### src/rtl/mem_ctrl_pkg.sv
// mem_ctrl_pkg: shared state encodings, access-width codes and IO address range for mem_ctrl.
// Rev 1.0
`default_nettype none

package mem_ctrl_pkg;

  localparam logic [2:0] c_IDLE  = 3'd0;
  localparam logic [2:0] c_IF_RD = 3'd1;
  localparam logic [2:0] c_LS_RD = 3'd2;
  localparam logic [2:0] c_LS_WR = 3'd3;
  localparam logic [2:0] c_DONE  = 3'd4;

  localparam logic [1:0] c_W_BYTE = 2'b00;
  localparam logic [1:0] c_W_HALF = 2'b01;
  localparam logic [1:0] c_W_WORD = 2'b10;

  // addr[17:16] value that selects the buffered IO space
  localparam logic [1:0] c_IO_RANGE = 2'b11;

  // Byte count of an access; the unused code 11 behaves as a word
  function automatic logic [2:0] nbytes(input logic [1:0] width);
    case (width)
      c_W_BYTE: return 3'd1;
      c_W_HALF: return 3'd2;
      default:  return 3'd4;
    endcase
  endfunction

endpackage

`default_nettype wire

### src/rtl/mem_ctrl.sv
// mem_ctrl: round-robin arbiter of instruction fetch and load/store onto one byte-serial RAM/IO port.
// Rev 1.0
`default_nettype none

module mem_ctrl
  import mem_ctrl_pkg::*;
(
  input  logic        clk,
  input  logic        rst,
  input  logic        rdy,
  input  logic        if_req,
  input  logic [31:0] if_addr,
  output logic        if_done,
  output logic [31:0] if_data,
  input  logic        ls_req,
  input  logic        ls_wr,
  input  logic [31:0] ls_addr,
  input  logic [1:0]  ls_width,
  input  logic [31:0] ls_wdata,
  output logic        ls_done,
  output logic [31:0] ls_rdata,
  input  logic        clear,
  input  logic [7:0]  mem_din,
  output logic [7:0]  mem_dout,
  output logic [31:0] mem_a,
  output logic        mem_wr,
  input  logic        io_buffer_full
);

  logic [2:0]  r_state;
  logic [2:0]  r_cnt;
  logic [2:0]  r_n;
  logic [31:0] r_base;
  logic [31:0] r_wdata;
  logic [31:0] r_buf;
  logic        r_last_ls;
  logic        r_frozen;
  logic [7:0]  r_skid;

  logic        w_grant_if;
  logic [2:0]  w_cnt_nx;
  logic [1:0]  w_sidx;
  logic [7:0]  w_byte;
  logic [31:0] w_asm;
  logic [31:0] w_wsh;
  logic        w_io_stall;
  logic        w_io_stall_new;

  assign w_grant_if     = if_req && !clear && (!ls_req || r_last_ls);
  assign w_cnt_nx       = r_cnt + 3'd1;
  assign w_sidx         = r_cnt[1:0] - 2'd1;
  assign w_wsh          = r_wdata >> {w_cnt_nx[1:0], 3'b000};
  assign w_io_stall     = (r_base[17:16] == c_IO_RANGE) && io_buffer_full;
  assign w_io_stall_new = (ls_addr[17:16] == c_IO_RANGE) && io_buffer_full;

  // The RAM keeps following the frozen address during a stall, so the byte due
  // at the first frozen edge is parked in r_skid and consumed on resume.
  assign w_byte = r_frozen ? r_skid : mem_din;

  always_comb begin
    w_asm = r_buf;
    case (w_sidx)
      2'd0: w_asm[7:0]   = w_byte;
      2'd1: w_asm[15:8]  = w_byte;
      2'd2: w_asm[23:16] = w_byte;
      2'd3: w_asm[31:24] = w_byte;
    endcase
  end

  always_ff @(posedge clk) begin
    if (!rst) begin
      r_state   <= c_IDLE;
      r_cnt     <= 3'd0;
      r_n       <= 3'd0;
      r_base    <= 32'd0;
      r_wdata   <= 32'd0;
      r_buf     <= 32'd0;
      r_last_ls <= 1'b1;
      r_frozen  <= 1'b0;
      r_skid    <= 8'd0;
      mem_a     <= 32'd0;
      mem_dout  <= 8'd0;
      mem_wr    <= 1'b0;
      if_done   <= 1'b0;
      ls_done   <= 1'b0;
      if_data   <= 32'd0;
      ls_rdata  <= 32'd0;
    end else if (!rdy) begin
      mem_wr   <= 1'b0;
      r_frozen <= 1'b1;
      if (!r_frozen) r_skid <= mem_din;
    end else begin
      r_frozen <= 1'b0;
      case (r_state)
        c_IDLE: begin
          r_cnt <= 3'd0;
          r_buf <= 32'd0;
          if (w_grant_if) begin
            r_state   <= c_IF_RD;
            r_base    <= if_addr;
            mem_a     <= if_addr;
            r_n       <= 3'd4;
            r_last_ls <= 1'b0;
          end else if (ls_req) begin
            r_state   <= ls_wr ? c_LS_WR : c_LS_RD;
            r_base    <= ls_addr;
            r_wdata   <= ls_wdata;
            mem_a     <= ls_addr;
            mem_dout  <= ls_wdata[7:0];
            mem_wr    <= ls_wr && !w_io_stall_new;
            r_n       <= nbytes(ls_width);
            r_last_ls <= 1'b1;
          end
        end
        c_IF_RD, c_LS_RD: begin
          if (clear && r_state == c_IF_RD) begin
            r_state <= c_IDLE;
            mem_wr  <= 1'b0;
          end else begin
            if (r_cnt != 3'd0) r_buf <= w_asm;
            if (w_cnt_nx < r_n) mem_a <= r_base + {29'd0, w_cnt_nx};
            if (r_cnt == r_n) begin
              r_state <= c_DONE;
              if (r_state == c_IF_RD) begin
                if_done <= 1'b1;
                if_data <= w_asm;
              end else begin
                ls_done  <= 1'b1;
                ls_rdata <= w_asm;
              end
            end else begin
              r_cnt <= w_cnt_nx;
            end
          end
        end
        c_LS_WR: begin
          // mem_wr high means byte r_cnt is being written at this edge
          if (!mem_wr) begin
            mem_wr <= !w_io_stall;
          end else if (w_cnt_nx == r_n) begin
            mem_wr  <= 1'b0;
            ls_done <= 1'b1;
            r_state <= c_DONE;
          end else begin
            r_cnt    <= w_cnt_nx;
            mem_a    <= r_base + {29'd0, w_cnt_nx};
            mem_dout <= w_wsh[7:0];
            mem_wr   <= !w_io_stall;
          end
        end
        c_DONE: begin
          if_done <= 1'b0;
          ls_done <= 1'b0;
          r_state <= c_IDLE;
        end
        default: r_state <= c_IDLE;
      endcase
    end
  end

endmodule

`default_nettype wire

### config.mk
export PLATFORM = sky130hd
export DESIGN_NAME = mem_ctrl
export DESIGN_NICKNAME = d
export VERILOG_FILES = /design/src/rtl/mem_ctrl_pkg.sv /design/src/rtl/mem_ctrl.sv
export SDC_FILE = /design/constraint.sdc
export NUM_CORES = 1
export LEC_CHECK = 0
export BUFFER_PORTS_ARGS = -buffer_cell sky130_fd_sc_hd__buf_2
export CAP_MARGIN = 5
export CORE_ASPECT_RATIO = 0.6
export CORE_MARGIN = 2
export CORE_UTILIZATION = 59
export CTS_BUF_LIST = sky130_fd_sc_hd__clkbuf_16
export DETAILED_ROUTE_END_ITERATION = 8
export GPL_TIMING_DRIVEN = 0
export PLACE_DENSITY_LB_ADDON = 0.1
export SYNTH_ARGS = -nofsm -noshare
export SYNTH_HDL_FRONTEND = slang
export SYNTH_SLANG_ARGS = --single-unit
### constraint.sdc
create_clock -name clk -period 9.8 [get_ports clk]
set_clock_uncertainty 0.2 [all_clocks]
set_input_delay 1.96 -clock clk [delete_from_list [all_inputs] [get_ports clk]]
set_output_delay 1.96 -clock clk [all_outputs]
set_load 0.005 [all_outputs]
==> results by group, run 1 <==
Status
  – Run status: finished clean

Synthesis
  – Mapped Area: slightly above 10000 um^2
  – Ys async rst share: 0%
  – Yosys reg bits: around 220
  – Mean area per synthesized cell: 8.34 um^2
  – Synth top area share: 43.4%
  – Ranking of synthesized cells by area: dfxtp_1 43%, nand2_1 8.3%, a21oi_1 6.4%, mux2i_1 5.8%, nor2_1 5.7%
  – Synth cell types: 66
  – Area leader, netlist: dfxtp_1
  – EDFF count, synth: 0
  – Complex-gate fraction of the synthesized area: 18.5%
  – Mux cell area share after synthesis: 7.75%
  – Commonest cells in the netlist: 227 x nand2_1, 222 x dfxtp_1, 156 x nor2_1, 130 x a21oi_1, 63 x clkbuf_1
  – Simple-gate share of the synthesized area: 22.3%
  – Register area share after synthesis: 43.4%
  – Most frequent cell after synthesis: nand2_1
  – Syn_nets: 1354
  – Mapped Cells: 1228
  – Synth Area in XOR/XNOR: 2.31%
  – Largest family of logic cells by synthesized area: simple AND/OR/NAND/NOR gates
  – Post-synth top flop: dfxtp_1
  – Synth warn: 0
  – Adder-Cell Fraction of Synth Area: 1.54%

Setup path
  – Crit path DAT: 4.91 ns
  – Crit-path max FO: 10
  – Worst flop-to-flop path startpoint: r_cnt[0]$_SDFFE_PN0P_
  – Most Frequent Cell on Critical Path: inv_1
  – Critical Path End Type: flop
  – Req. time, crit path: 9.99 ns
  – Largest delay share family, worst path: buffers and inverters
  – Buffer and inverter count on the worst path: 4
  – Slowest stage delay, CP: 0.60 ns
  – Worst-path cell chain: clkbuf_1 -> inv_1 -> ha_1 -> buf_2 -> inv_1 -> fa_1 -> nand2b_1 -> a2111o_1 -> nor3_4 -> and4_1 -> o21ai_1 -> a32o_1
  – CP Capture Point: mem_a[30]$_SDFFE_PN0P_
  – Reg-to-Reg End: mem_a[30]$_SDFFE_PN0P_
  – Worst setup path category: reg2reg
  – CP startpoint: r_cnt[0]$_SDFFE_PN0P_
  – R2R Setup Slk: 5.08 ns
  – CP Depth: 12
  – Reg2Reg Depth: 12
  – Critical Path Start Type: flop
  – Critical path's slowest cell: clkbuf_1

Timing
  – Slew Limit Fails: 0
  – Max_slew headroom: 18.0%
  – Setup tns final: 0 ns
  – RSZ-0062 raised after global routing: no
  – Pin slew with the least headroom to its limit: 1.20 ns
  – Crit path time final: 4.72 ns
  – Maximum clock frequency: 0.212 GHz
  – Final setup violation count: 0
  – Tcrit/Tclk final: a little under 50%
  – Final Hold Vio Count: 0

Drt
  – Iteration-0 DRC Markers: between 900 and 1000
  – DRT Wirelength: 32300 um
  – Drt via density: 5.88
  – Drt drc: 0
  – Vias: 10086
  – First-pass detailed-route iteration total: 6
  – DR WL/cell: 18.8 um
  – Detail Route Antenna Nets: 0

Clock network
  – Post-CTS Setup Repair Bufs: 0
  – # clock sinks: 222
  – Cts repair resizes: 0
  – Worst skew pair latency: 0.51 ns
  – H-tree depth: 1
  – Root Buffer: clkbuf_16
  – Clock buffer depth: 3
  – CTS tree: built
  – Hold-fix buffers, CTS: 0
  – Clock slew at reported path FFs: ~0.07 ns
  – CTS Buf Count: 21

Finish
  – Final non-filler cell total: 1715
  – Layout fillers: 1436
  – Area used by multi-input combinational logic: between 5000 and 6000 um^2
  – Nets: 1595
  – Ant diodes: 0
  – Layout cell share with drive strength beyond 1: 20.1%
  – P&R area growth vs syn: 20.0%
  – Reg area: 4440 um^2

Global route
  – Largest net degree at the start of global routing: 15
  – Total global routing overflow: 0
  – Vias in the first global route: just over 9000
  – GRT Util Overall: 34.1%
  – Initial antenna violation count: 0
  – First-pass GRT wire length: 49900 um

Die
  – Initial Utilization: ~60%
  – Top-Level Pins: approximately 220
  – Core Region: around 17000 um^2
  – Die Ht: around 110 um
  – Die X-Extent: 174 um
  – Die area: 18500 um^2
  – Row cnt: 37

Hold path
  – Hold crit path type: reg2reg

Pwr
  – Peak VDD IR: 0.131 mV
  – P per Cell Area: around 180 nW/um^2
  – Leak Pwr: 5.40 nW

Place
  – Routability Congestion: 0.981
  – Placed insts: about 1700
  – PortBufs: 218
  – Post-DP HPWL: 24000 um

Job
  – Max-cap violation count: 0
==> worst reg2reg max path, delay by kind of cell, from the launching register on <==
| family | cells | cell delay, ns |
|---|---|---|
| flip-flops | 1 | 0.44 |
| adder cells (fa/ha/maj) | 2 | 0.88 |
| AND/OR/NAND/NOR | 3 | 0.77 |
| buffers and inverters | 4 | 1.39 |
| AO/OA/AOI/OAI | 3 | 0.94 |
==> registers in the layout (all words and copies together) (netlist names) <==
| signal | flops |
|---|---|
| mem_a | 32 |
| r_state | 3 |
| if_data | 32 |
| r_wdata | 32 |
| r_buf | 32 |
| r_n | 3 |
| r_last_ls | 1 |
| r_base | 32 |
| if_done | 1 |
| r_cnt | 3 |
| mem_dout | 8 |
| ls_done | 1 |
| mem_wr | 1 |
| ls_rdata | 32 |
| r_skid | 8 |
| r_frozen | 1 |
==> routing by layer <==
metal | up-vias | routed length, um | GRT usage (%)
met1 | 4684 | 15100 | 53.2
met4 | 0 | 469 | 6.24
li1 | 4758 | - | -
met2 | 592 | 12700 | 47.1
met3 | 52 | 4020 | 8.94
met5 | - | 0 | 0
==> worst min path at each step <==
stage,cells past startpoint,from,to
after floorplan,2,r_wdata[0]$_SDFFE_PN0P_,r_wdata[0]$_SDFFE_PN0P_
after global placement,2,mem_a[18]$_SDFFE_PN0P_,mem_a[18]$_SDFFE_PN0P_
after detailed placement,2,if_data[17]$_SDFFE_PN0P_,if_data[17]$_SDFFE_PN0P_
after CTS,2,if_data[17]$_SDFFE_PN0P_,if_data[17]$_SDFFE_PN0P_
after global routing,2,if_data[17]$_SDFFE_PN0P_,if_data[17]$_SDFFE_PN0P_
final,2,if_data[15]$_SDFFE_PN0P_,if_data[15]$_SDFFE_PN0P_
==> metrics by stage <==
stage               hold WS [ns]  setup WS, ns  power (mW)  area, um^2  util [%]
floorplan                  0.233          6.09        1.21       10200         -
global placement           0.238          5.13        1.34       11600      68.0
detailed placement         0.243          5.16        1.34       11600      68.0
CTS                        0.252          5.14        2.14       12300      71.9
global route               0.267          4.85        2.22       12300      71.9
finish                     0.250          5.08        2.15       12300      71.9
==> where the power goes <==
group / internal [mW] / switching [mW] / leakage (nW) / total (mW)
combinational: 0.128 / 0.221 / 3.26 / 0.349
sequential: 0.950 / 0.0384 / 1.81 / 0.988
clock: 0.467 / 0.348 / 0.339 / 0.815
total: 1.55 / 0.607 / 5.40 / 2.15
==> cell usage in the layout, fill, tap and decap left out, types with 3 or more instances in the layout <==
cell / instances
and2_1: 6
nand2b_1: 9
o221ai_1: 5
clkbuf_1: 63
a32o_1: 3
buf_2: 240
o2bb2ai_1: 4
nand3_1: 24
nand3b_1: 12
o2111ai_1: 8
a311oi_1: 9
ha_1: 11
a211oi_1: 15
mux4_2: 8
and3_1: 7
a21oi_1: 130
o22ai_1: 4
nand4b_1: 5
nand4_1: 11
nor3b_1: 14
clkbuf_16: 21
o21ai_1: 7
nor2b_1: 11
bufinv_16: 3
dfxtp_1: 222
nand2_1: 227
and4_1: 4
o211ai_1: 7
xor2_1: 15
clkinv_1: 4
o21ai_0: 25
or2_2: 5
xnor2_1: 12
nor3_1: 3
inv_1: 23
o211a_1: 17
mux2i_1: 59
nor2_1: 156
a32oi_1: 13
a2bb2oi_1: 20
==> area by class of cell <==
cell class                      count  area share [%]
Clock buffer                       21            4.28
Clock inverter                     14            1.14
Multi-Input combinational cell    900            43.7
Timing Repair Buffer              218            8.88
Inverter                           19           0.580
Sequential cell                   222            36.2
Tap cell                          234            2.38
Buffer                             87            2.91
==> cell families (layout without fill, tap and decap cells) <==
| family | after synthesis | after routing |
|---|---|---|
| simple gates | 507 | 507 |
| compound gates | 285 | 285 |
| flops | 222 | 222 |
| buf+inv | 106 | 359 |
| mux | 69 | 69 |
| xor+xnor | 27 | 27 |
| fa+ha+maj | 12 | 12 |
Power figures use the tool's default switching activity.
==> run 2, diff against run 1 <==
Settings changed: CORE_UTILIZATION 59 to 55.
Clock period 9.8 ns to 4.7 ns, I/O delays scaled along.
==> run 2 against run 1 <==
  * Wire length up 1.0%
  * Critical path depth stayed put
  * Cell area down 0.14%
  * Core utilization is 4.4 points lower
  * Die area grew 7.0%
  * Global-route usage decreased by 2.1 points
  * Worst hold slack about the same
  * Critical path type unchanged
==> results by group, run 2 (same netlist as run 1, synthesis figures left out) <==
Timing
  – Max_slew headroom: 11.7% (-6.3 points)
  – Slew Limit Fails: 0 (unchanged)
  – Worst setup margin: 0.269 ns (-4.81 ns)
  – Tcrit/Tclk final: 94.3% (+46 points)
  – Crit path time final: 4.43 ns (-0.294 ns)
  – Maximum clock frequency: 0.226 GHz (+6.6%)
  – Final Hold Vio Count: 0 (unchanged)
  – Final setup violation count: 0 (unchanged)
  – Pin slew with the least headroom to its limit: 1.29 ns (+0.0923 ns)
  – RSZ-0062 raised after global routing: no

Setup path
  – Req. time, crit path: 4.90 ns (-5.09 ns)
  – Worst-path cell chain: clkbuf_2 -> inv_1 -> ha_1 -> buf_2 -> inv_1 -> fa_1 -> nand2b_1 -> a2111o_1 -> nor3_4 -> and4_1 -> o21ai_1 -> a32o_1
  – Largest delay share family, worst path: buffers and inverters
  – Critical path's slowest cell: a2111o_1
  – Most Frequent Cell on Critical Path: inv_1
  – Critical Path End Type: flop
  – Critical Path Start Type: flop
  – Crit path DAT: 4.63 ns (-0.28 ns)
  – Worst setup path category: reg2reg
  – Crit-path max FO: 10 (unchanged)
  – Slowest stage delay, CP: 0.61 ns (about the same)
  – Buffer and inverter count on the worst path: 4 (unchanged)

Place
  – PortBufs: 218 (unchanged)
  – Post-DP HPWL: 24200 um (+0.60%)
  – Post-placement cell area: 11600 um^2 (about the same)
  – Placed insts: 1686 (+0.36%)
  – Pre-CTS setup slack: 0.0286 ns (-5.13 ns)
  – Routability Congestion: 0.967 (-1.4%)

Finish
  – Layout cell share with drive strength beyond 1: 20.2% (+0.14 points)
  – Cell area after layout: 12300 um^2 (-0.14%)
  – Final non-filler cell total: 1721 (+0.35%)
  – Ant diodes: 0 (unchanged)
  – Most frequent cells in the layout: 240 x buf_2, 227 x nand2_1, 222 x dfxtp_1
  – Commonest non-fill, non-tap cell in the layout: buf_2
  – Nets: 1595 (unchanged)
  – P&R area growth vs syn: 19.8%
  – Final Core Density: 67.6% (-4.4 points)

Pwr
  – Final Power: 4.43 mW (+110%)
  – Leak Pwr: 5.39 nW (-0.15%)
  – P per Cell Area: 361 nW/um^2 (+110%)
  – Peak VDD IR: 0.269 mV (+100%)

Hold path
  – Hold crit path type: reg2reg

Drt
  – Drt drc: 0 (unchanged)
  – Drt via density: 5.85 (-0.49%)
  – Detail Route Antenna Nets: 0 (unchanged)
  – Vias: 10072 (-0.14%)
  – DR WL/cell: 19.0 um (+0.69%)
  – Iteration-0 DRC Markers: 1065 (+9.5%)
  – First-pass detailed-route iteration total: 6 (unchanged)
  – DRT Wirelength: 32600 um (+1.0%)

Die
  – Core Region: 18200 um^2 (+6.3%)
  – Die X-Extent: 180 um (+3.5%)
  – Row cnt: 38 (+2.7%)
  – Initial Utilization: 56.4% (-3.6 points)
  – Die area: 19800 um^2 (+7.0%)
  – Top-Level Pins: 221 (unchanged)
  – Die Ht: 110 um (+3.4%)

Clock network
  – # clock sinks: 222 (unchanged)
  – CTS tree: built
  – Clock buffer depth: 3 (unchanged)
  – Clock slew at reported path FFs: 0.06 ns (about the same)
  – Post-CTS Setup Repair Bufs: 0 (unchanged)
  – Cts repair resizes: 1 (+1)
  – CTS Buf Count: 21 (unchanged)
  – H-tree depth: 1 (unchanged)
  – Root Buffer: clkbuf_16
  – Hold-fix buffers, CTS: 0 (unchanged)
  – Worst skew pair latency: 0.51 ns (about the same)

Global route
  – M1 GR Usage: 49.2% (-4.0 points)
  – Largest net degree at the start of global routing: 15 (unchanged)
  – Initial antenna violation count: 0 (unchanged)
  – First-pass GRT wire length: 49800 um (-0.17%)
  – Met2 Track Usage GR: 45.1% (-2.0 points)
  – Met3 Resource Use GR: 7.29% (-1.7 points)
  – GRT Util Overall: 32.0% (-2.1 points)
  – Busiest grt layer: met1
  – Total global routing overflow: 0 (unchanged)
  – Vias in the first global route: 9014 (-0.64%)

Status
  – Run status: finished clean

Job
  – Max-cap violation count: 0 (unchanged)
run 2: area by class of cell:
class	instances	area [um^2]
Fill cell	1626	5890
Multi-Input combinational cell	900	5370
Sequential cell	222	4440
Timing Repair Buffer	218	1090
Clock buffer	21	526
Buffer	87	359
Tap cell	240	300
Clock inverter	14	114
Inverter	19	71.3
run 2: final timing paths:
| kind | cells past startpoint | start | endpoint | slack (ns) |
|---|---|---|---|---|
| worst max-delay path | 12 | r_cnt[0]$_SDFFE_PN0P_ | mem_a[30]$_SDFFE_PN0P_ | 0.27 |
| worst min-delay path | 2 | r_wdata[5]$_SDFFE_PN0P_ | r_wdata[5]$_SDFFE_PN0P_ | 0.25 |
| worst min register to register | 2 | r_wdata[5]$_SDFFE_PN0P_ | r_wdata[5]$_SDFFE_PN0P_ | 0.25 |
| worst max register to register | 12 | r_cnt[0]$_SDFFE_PN0P_ | mem_a[30]$_SDFFE_PN0P_ | 0.27 |
run 2: metal layers:
| metal | vias up | routed length, um |
|---|---|---|
| met5 | - | 0 |
| met1 | 4643 | 15300 |
| li1 | 4768 | - |
| met3 | 56 | 4230 |
| met2 | 605 | 12400 |
| met4 | 0 | 699 |
run 2: report_power, final:
group	leakage, nW	internal (mW)	switching, mW
registers	1.81	1.98	0.0817
logic	3.26	0.268	0.460
clock network	0.327	0.919	0.721
total	5.39	3.17	1.26
run 2: metrics by stage:
step                hold slack [ns]  setup TNS [ns]
floorplan                     0.233               0
global placement              0.239         -0.0119
detailed placement            0.244               0
CTS                           0.252               0
global route                  0.267               0
finish                        0.251               0
run 2: worst reg2reg max path, stage by stage, from the launching register on:
cell and delay [ns]:
dfxtp_1 0.44, clkbuf_2 0.37, inv_1 0.20, ha_1 0.43, buf_2 0.40, inv_1 0.11
fa_1 0.42, nand2b_1 0.25, a2111o_1 0.61, nor3_4 0.33, and4_1 0.23, o21ai_1 0.07
a32o_1 0.27
